===== src/rtl/mcs6530_bus_master_if.sv =====
// Command/response streams between a requester and the mcs6530 bus master.
interface mcs6530_bus_master_if;
  logic       cmd_valid;
  logic       cmd_ready;
  logic       cmd_we;
  logic [9:0] cmd_addr;
  logic       cmd_rs_n;
  logic [7:0] cmd_data;
  logic       rsp_valid;
  logic       rsp_ready;
  logic       rsp_we;
  logic [7:0] rsp_data;
  logic       rsp_oe;

  modport master (
    output cmd_valid, cmd_we, cmd_addr, cmd_rs_n, cmd_data, rsp_ready,
    input  cmd_ready, rsp_valid, rsp_we, rsp_data, rsp_oe
  );

  modport slave (
    input  cmd_valid, cmd_we, cmd_addr, cmd_rs_n, cmd_data, rsp_ready,
    output cmd_ready, rsp_valid, rsp_we, rsp_data, rsp_oe
  );
endinterface


===== src/rtl/mcs6530_bus_master.sv =====
// 6502-style bus master for the mcs6530: PHI2/RES generation and one-PHI2-cycle
// transactions from a command stream, results on a 2-entry response stream.
module mcs6530_bus_master #(
  parameter int unsigned PHI_DIV    = 4,
  parameter int unsigned RES_CYCLES = 2,
  parameter logic [9:0]  IDLE_ADDR  = 10'h000
) (
  input  logic       clk,
  input  logic       rst,
  mcs6530_bus_master_if.slave bus,
  output logic       phi2,
  output logic       res_n,
  output logic       we_n,
  output logic [9:0] a,
  output logic       rs_n,
  output logic [7:0] di,
  input  logic [7:0] do_i,
  input  logic       oe
);

  localparam int unsigned PERIOD = 2 * PHI_DIV;
  localparam int unsigned CNT_W  = $clog2(PERIOD);
  localparam int unsigned RES_W  = $clog2(RES_CYCLES) + 1;
  localparam logic [CNT_W-1:0] CNT_LAST = CNT_W'(PERIOD - 1);
  localparam logic [CNT_W-1:0] CNT_HIGH = CNT_W'(PHI_DIV);
  localparam logic [RES_W-1:0] RES_LAST = RES_W'(RES_CYCLES - 1);

  localparam logic [0:0] RESET_HOLD = 1'b0;
  localparam logic [0:0] RUN        = 1'b1;

  typedef struct packed {
    logic       v;
    logic       we;
    logic [7:0] data;
    logic       oe;
  } rsp_t;

  logic [0:0]       state, state_nxt;
  logic [CNT_W-1:0] cnt, cnt_nxt;
  logic [RES_W-1:0] res_cnt, res_cnt_nxt;
  logic             cur_cmd, cur_cmd_nxt;
  rsp_t             head, head_nxt, tail, tail_nxt;
  logic             phi2_nxt, res_n_nxt, we_n_nxt, rs_n_nxt;
  logic [9:0]       a_nxt;
  logic [7:0]       di_nxt;

  logic             is_b, run_next, pop, accept;
  logic [1:0]       occ_next;
  rsp_t             push_entry;

  // Acceptance window: boundary tick, bus live next cycle, room for the eventual response.
  assign is_b          = (cnt == CNT_LAST);
  assign run_next      = (state == RUN) || (res_cnt == RES_LAST);
  assign pop           = head.v && bus.rsp_ready;
  assign occ_next      = 2'(head.v) + 2'(tail.v) + 2'(cur_cmd) - 2'(pop);
  assign bus.cmd_ready = !rst && is_b && run_next && (occ_next <= 2'd1);
  assign accept        = bus.cmd_valid && bus.cmd_ready;

  assign bus.rsp_valid = head.v;
  assign bus.rsp_we    = head.we;
  assign bus.rsp_data  = head.data;
  assign bus.rsp_oe    = head.oe;

  // Response captured from the bus state at the end of a command cycle.
  always_comb begin
    push_entry.v    = 1'b1;
    push_entry.we   = ~we_n;
    push_entry.data = (~we_n) ? di : (oe ? do_i : 8'hFF);
    push_entry.oe   = we_n & oe;
  end

  always_comb begin
    state_nxt   = state;
    res_cnt_nxt = res_cnt;
    cnt_nxt     = is_b ? '0 : cnt + CNT_W'(1);
    phi2_nxt    = (cnt_nxt >= CNT_HIGH);
    res_n_nxt   = res_n;
    cur_cmd_nxt = cur_cmd;
    a_nxt       = a;
    we_n_nxt    = we_n;
    rs_n_nxt    = rs_n;
    di_nxt      = di;
    head_nxt    = head;
    tail_nxt    = tail;

    if (pop) begin
      head_nxt   = tail;
      tail_nxt.v = 1'b0;
    end

    if (is_b) begin
      if (cur_cmd) begin
        if (!head_nxt.v) head_nxt = push_entry;
        else             tail_nxt = push_entry;
      end

      if (state == RESET_HOLD) begin
        if (res_cnt == RES_LAST) begin
          state_nxt = RUN;
          res_n_nxt = 1'b1;
        end else begin
          res_cnt_nxt = res_cnt + RES_W'(1);
        end
      end

      cur_cmd_nxt = accept;
      if (accept) begin
        a_nxt    = bus.cmd_addr;
        we_n_nxt = ~bus.cmd_we;
        rs_n_nxt = bus.cmd_rs_n;
        di_nxt   = bus.cmd_we ? bus.cmd_data : 8'h00;
      end else begin
        a_nxt    = IDLE_ADDR;
        we_n_nxt = 1'b1;
        rs_n_nxt = 1'b1;
        di_nxt   = 8'h00;
      end
    end
  end

  always_ff @(posedge clk) begin
    if (rst) begin
      state   <= RESET_HOLD;
      cnt     <= '0;
      res_cnt <= '0;
      cur_cmd <= 1'b0;
      head    <= '0;
      tail    <= '0;
      phi2    <= 1'b0;
      res_n   <= 1'b0;
      we_n    <= 1'b1;
      a       <= IDLE_ADDR;
      rs_n    <= 1'b1;
      di      <= 8'h00;
    end else begin
      state   <= state_nxt;
      cnt     <= cnt_nxt;
      res_cnt <= res_cnt_nxt;
      cur_cmd <= cur_cmd_nxt;
      head    <= head_nxt;
      tail    <= tail_nxt;
      phi2    <= phi2_nxt;
      res_n   <= res_n_nxt;
      we_n    <= we_n_nxt;
      a       <= a_nxt;
      rs_n    <= rs_n_nxt;
      di      <= di_nxt;
    end
  end

endmodule


===== src/flat_wrapper.sv =====
// flat-port wrapper written by rule: the top's interface ports become plain ports
module mcs6530_bus_master_flat 
#(
  parameter int unsigned PHI_DIV    = 4,
  parameter int unsigned RES_CYCLES = 2,
  parameter logic [9:0]  IDLE_ADDR  = 10'h000
)
  (clk, rst, phi2, res_n, we_n, a, rs_n, di, do_i, oe, bus_cmd_valid, bus_cmd_we, bus_cmd_addr, bus_cmd_rs_n, bus_cmd_data, bus_rsp_ready, bus_cmd_ready, bus_rsp_valid, bus_rsp_we, bus_rsp_data, bus_rsp_oe);
  mcs6530_bus_master_if bus_i ();
  input  logic clk;
  input  logic rst;
  output logic phi2;
  output logic res_n;
  output logic we_n;
  output logic [9:0] a;
  output logic rs_n;
  output logic [7:0] di;
  input  logic [7:0] do_i;
  input  logic oe;
  input wire logic [$bits(bus_i.cmd_valid)-1:0] bus_cmd_valid;
  input wire logic [$bits(bus_i.cmd_we)-1:0] bus_cmd_we;
  input wire logic [$bits(bus_i.cmd_addr)-1:0] bus_cmd_addr;
  input wire logic [$bits(bus_i.cmd_rs_n)-1:0] bus_cmd_rs_n;
  input wire logic [$bits(bus_i.cmd_data)-1:0] bus_cmd_data;
  input wire logic [$bits(bus_i.rsp_ready)-1:0] bus_rsp_ready;
  output wire logic [$bits(bus_i.cmd_ready)-1:0] bus_cmd_ready;
  output wire logic [$bits(bus_i.rsp_valid)-1:0] bus_rsp_valid;
  output wire logic [$bits(bus_i.rsp_we)-1:0] bus_rsp_we;
  output wire logic [$bits(bus_i.rsp_data)-1:0] bus_rsp_data;
  output wire logic [$bits(bus_i.rsp_oe)-1:0] bus_rsp_oe;
  assign bus_i.cmd_valid = bus_cmd_valid;
  assign bus_i.cmd_we = bus_cmd_we;
  assign bus_i.cmd_addr = bus_cmd_addr;
  assign bus_i.cmd_rs_n = bus_cmd_rs_n;
  assign bus_i.cmd_data = bus_cmd_data;
  assign bus_i.rsp_ready = bus_rsp_ready;
  assign bus_cmd_ready = bus_i.cmd_ready;
  assign bus_rsp_valid = bus_i.rsp_valid;
  assign bus_rsp_we = bus_i.rsp_we;
  assign bus_rsp_data = bus_i.rsp_data;
  assign bus_rsp_oe = bus_i.rsp_oe;
  mcs6530_bus_master #(.PHI_DIV(PHI_DIV), .RES_CYCLES(RES_CYCLES), .IDLE_ADDR(IDLE_ADDR)) u_core (.clk(clk), .rst(rst), .bus(bus_i), .phi2(phi2), .res_n(res_n), .we_n(we_n), .a(a), .rs_n(rs_n), .di(di), .do_i(do_i), .oe(oe));
endmodule

===== config.mk =====
export PLATFORM = sky130hd
export DESIGN_NAME = mcs6530_bus_master_flat
export DESIGN_NICKNAME = d
export VERILOG_FILES = /design/src/rtl/mcs6530_bus_master_if.sv /design/src/rtl/mcs6530_bus_master.sv /design/src/flat_wrapper.sv
export SDC_FILE = /design/constraint.sdc
export NUM_CORES = 1
export LEC_CHECK = 0
export CORE_AREA = 10 10 118 88
export DETAILED_ROUTE_END_ITERATION = 16
export DIE_AREA = 0 0 128 98
export SLEW_MARGIN = 20
export SYNTH_ARGS = -nofsm -noshare
export SYNTH_HDL_FRONTEND = slang
export SYNTH_SLANG_ARGS = --single-unit

===== constraint.sdc =====
create_clock -name clk -period 2.13 [get_ports clk]
set_input_delay 0.426 -clock clk [delete_from_list [all_inputs] [get_ports clk]]
set_output_delay 0.426 -clock clk [all_outputs]
set_load 0.05 [all_outputs]

-- Word level (Yosys, flattened, before mapping)
Cells that the tools add are included.
- output and inout port bits: 34
- word-level logic and storage cells: 60
- register bits after elaboration: 51
- reductions and logical operators: 10
- equality and inequality tests: 2
- $add $sub $neg: 5
- bitwise operators: 5
- $lt $le $gt $ge: 2
- multiplexer cells: 18
- operators with widths (cell ; count):
    2-to-1 mux 11 bit ; 6
    2-to-1 mux 8 bit ; 4
    2-to-1 mux 10 bit ; 2
    AND reduction 3 bit ; 3
    logical AND 1 bit ; 5
    2-to-1 mux 1 bit ; 5
    NOT 1 bit ; 4
    adder 3 x 1 -> 3 bit, second input constant ; 1
    equality test 3 bit, second input constant ; 1
    greater-or-equal comparator 3 bit, second input constant ; 1
    2-to-1 mux 3 bit ; 1
    adder 1 x 1 -> 2 bit ; 1
    adder 2 x 1 -> 2 bit ; 1
    adder 2 x 1 -> 2 bit, second input constant ; 1
    equality test 2 x 1 -> 1 bit, second input constant ; 1
    <= comparator 2 x 1 -> 1 bit, second input constant ; 1
    subtractor 2 x 1 -> 2 bit ; 1
    bitwise AND 1 bit ; 1
    logical NOT 1 bit ; 1
    logical OR 1 bit ; 1

-- Longest topological paths before layout
- depth in word-level cells: 7
- gate-level depth with buffers: 11
- depth with buffers taken out: 9

-- Worst setup path before layout
Ideal clock, no wire load.
- path kind: reg2out
- start point: reg u_core.head, in the netlist u_core.bus.rsp_valid
- end point: out bus_cmd_ready
- arrival time: 2606 ps
- data required time: 1704 ps
- cell stages (with the launch flop): 10
- setup slack: -902 ps
- path through: dfxtp_1 -> nand2_1 -> clkbuf_1 -> inv_2 -> ha_1 -> inv_1 -> ha_1 -> a21oi_2 -> xnor2_2 -> nor2_1
- longest elaborated chain between the ends: 5
- RTL lines (element ; RTL line ; text):
    from (decl) ; mcs6530_bus_master.sv:42 ; rsp_t head, head_nxt, tail, tail_nxt;
    from (signal assigned) ; mcs6530_bus_master.sv:140 ; head <= head_nxt;
    adder 1 x 1 -> 2 bit ; mcs6530_bus_master.sv:55 ; assign occ_next = 2'(head.v) + 2'(tail.v) + 2'(cur_cmd) - 2'(pop);
    adder 2 x 1 -> 2 bit ; mcs6530_bus_master.sv:55 ;
    subtractor 2 x 1 -> 2 bit * ; mcs6530_bus_master.sv:55 ;
    <= comparator 2 x 1 -> 1 bit * ; mcs6530_bus_master.sv:56 ; assign bus.cmd_ready = !rst && is_b && run_next && (occ_next <= 2'd1);
    logical AND 1 bit * ; mcs6530_bus_master.sv:56 ;
    to (decl) ; flat_wrapper.sv:26 ; output wire logic [$bits(bus_i.cmd_ready)-1:0] bus_cmd_ready;
Every way passes the cells marked *; elsewhere a longest branch is shown, timed or not.

-- Final worst setup path
- start point: in bus_rsp_ready
- end point: out bus_cmd_ready
- longest elaborated chain between the ends: 4
- RTL lines (element ; RTL line ; text):
    from (decl) ; flat_wrapper.sv:25 ; input wire logic [$bits(bus_i.rsp_ready)-1:0] bus_rsp_ready;
    logical AND 1 bit ; mcs6530_bus_master.sv:54 ; assign pop = head.v && bus.rsp_ready;
    subtractor 2 x 1 -> 2 bit ; mcs6530_bus_master.sv:55 ;
    <= comparator 2 x 1 -> 1 bit ; mcs6530_bus_master.sv:56 ;
    logical AND 1 bit ; mcs6530_bus_master.sv:56 ;
No other way between the ends.

==> results.ini <==
[run_status]
run_status=finished with violations
failed_checks=negative setup slack

[logic_synthesis]
synth.distinct_cells=35
synth_area_leaders=dfxtp_1, a22o_1, a211oi_1, a21oi_1, ha_1
synthesis.nets=237
yosys.cell_count.top_type=dfxtp_1
synth_top_area_share=0.508
yosysSeqAreaShare=0.508
ys.flop_type=dfxtp_1
synth_edf_count=0
ys_top_cells_by_count=dfxtp_1, a211oi_1, a22o_1
synthArstFlopShare=0
synth_cells=199
ys_seq_elements=50
syn_area_um2=1970
ys_warn_count=0
syn_area_per_cell_um2=9.90
yosys.area.top_type=dfxtp_1

[route]
num_vias=1715
top_layer=met4
route.met3.wl_um=365
met1_length_um=2740
wl_met2_um=2550
drt_iter0_markers=65
wl_per_cell_um=15.0
drc=0
viasPerCell=4.50
drt-total-wl_um=5730
firstDrtPassIters=4
ant_nets=0

[pwr]
internal-power_mw=1.52
switching_power_mw=0.400
peakVddDrop_uv=307
power-per-cell-area_nw_per_um2=619
power_frac_seq=0.491
p_sw_frac=0.208
p_leak_nw=1.13
p_clk_frac=0.448
p_comb_frac=0.062

[setup_path]
setup.worst_path.class=in2out
crit_fanout=2
reg2reg_from=u_core.bus.rsp_valid
cp-start-kind=primary input
required_ns=1.70
worstSetupStartpoint=bus_rsp_ready
worstPathArrival_ns=1.80
cp-end-kind=output port

[sta]
period_minus_slack_ns=2.22
setup_viol=1
drv_slew=0
setup_ws_ns=-0.0948
holdWs_ns=0.432
skew_ns=0.00417
worstMarginPinSlew_ns=0.551
hold_viol=0
slew_headroom=0.631
max_freq_mhz=449
post-route-period-util=1.04
rsz0062_at_grt=true

[finish]
drive_above_1_share=0.178
finalNonFillerCells=381
fin_area_um2=3100
nets=313
diodes=0
area_delta_synth_final_pct=57.2

[global_routing]
grt_pass1_vias=1852
overflow=0
grt_use_total=0.0927
antenna_found_initial=0
grt_max_degree=30
grt_first_pass_wirelength_um=9580

[clocking]
htreeDepth=2
clockRootBuffer=clkbuf_16
cts.path.max_buffers=2
clock_sinks=50
cts_hold_repair.buffers=0
clk_pin_slew_ns=0.07
cts_tree=yes
cts-buffers-inserted=5
insertion_delay_ns=0.28

[die]
die-area_um2=12500
fp.dieW_um=128
die_y_um=98
row_count=28
initial_utilization=0.240
boundaryPins=67
core_um2=8200

[hold_path]
hold_path.class=reg2reg
worstHoldStart=u_core.cnt[0]

[placed_design]
dp_hpwl_um=4300
place_congestion=0.750
io_buffers=66
placed_cells=372
dpl_cell_area_um2=2910

[run]
maxCapViolations=0

[cell families (layout without fill, tap and decap cells)]
kind of cell    count (synthesis)  in the layout  synth area share
compound gates                 65             65             0.237
simple gates                   56             56             0.159
flops                          50             50             0.508
buf+inv                        20             97            0.0464
fa+ha+maj                       5              5            0.0318
xor+xnor                        2              2            0.0127
mux                             1              1           0.00508
[through the flow]
step	power, mW	setup TNS, ns	utilization	setup WS, ns
after floorplan	0.998	-0.117	-	-0.107
after global placement	1.08	-8.90	0.355	-0.505
after detailed placement	1.08	-10.40	0.355	-0.563
after CTS	1.95	-0.105	0.378	-0.105
after global routing	2.01	-0.151	0.378	-0.151
final	1.92	-0.0948	0.378	-0.0948
[metal layers]
| layer | up-vias | global-route usage |
|---|---|---|
| li1 | 867 | - |
| met1 | 801 | 0.118 |
| met2 | 43 | 0.140 |
| met3 | 4 | 0.0346 |
| met4 | 0 | 0.0320 |
| met5 | - | 0 |
[final timing paths]
kind,end,slack [ns],cells past startpoint
max reg2reg,u_core.di[6],0.09,11
max,bus_cmd_ready,-0.09,10
min reg2reg,u_core.cnt[0],0.43,1
min,u_core.cnt[0],0.43,1
[sequential cells by signal (all words and copies together) (netlist names), 2 cells and up]
name	cells
u_core.cnt	3
u_core.a	10
u_core.tail	11
u_core.di	8
u_core.res_cnt	2
u_core.bus.rsp_data	8
[critical path, cell delays in order]
cell,delay (ns)
clkdlybuf4s15_2,0.21
nand2_4,0.10
inv_8,0.03
ha_4,0.24
inv_2,0.03
ha_4,0.21
a21oi_4,0.17
xnor2_4,0.16
nor2_4,0.06
buf_12,0.15
[power by group through the flow]
stage	Combinational (mW)	Sequential (mW)	Clock (mW)
after floorplan	0.0326	0.966	0
after global placement	0.118	0.962	0
after detailed placement	0.120	0.962	0
after CTS	0.120	0.940	0.890
after global routing	0.129	0.940	0.936
final	0.118	0.940	0.858
[final cells by class]
type                    instances  area, um2
multi-input cells             129        936
flip-flops and latches         50       1000
fillers                       849       5100
well taps                     105        131
inverters                       7       33.8
repair buffers                 82        827
clock buffers                   6        150
clock inverters                 2       13.8
[cells in the final DEF (no fill, tap or decap), types with 2 or more instances in the layout]
master	instances
ha_4	2
a21oi_1	15
clkdlybuf4s50_1	63
dfxtp_1	49
o22ai_1	7
and2_1	8
buf_12	4
nand2_1	15
nor2_1	8
a22o_1	18
inv_1	5
buf_4	14
or2_2	8
a31oi_1	2
a211oi_1	19
nor2b_1	2
and2_0	2
clkbuf_16	6
ha_1	3
nor3_1	3
[repair_timing]
action | 4_1_cts | 5_1_grt
buffers inserted | 1 | 0
gates resized for setup | 4 | 0
pin swaps | 5 | 0
setup endpoints to repair | 22 | 1
Note: power is estimated with default switching activity, not from simulation.
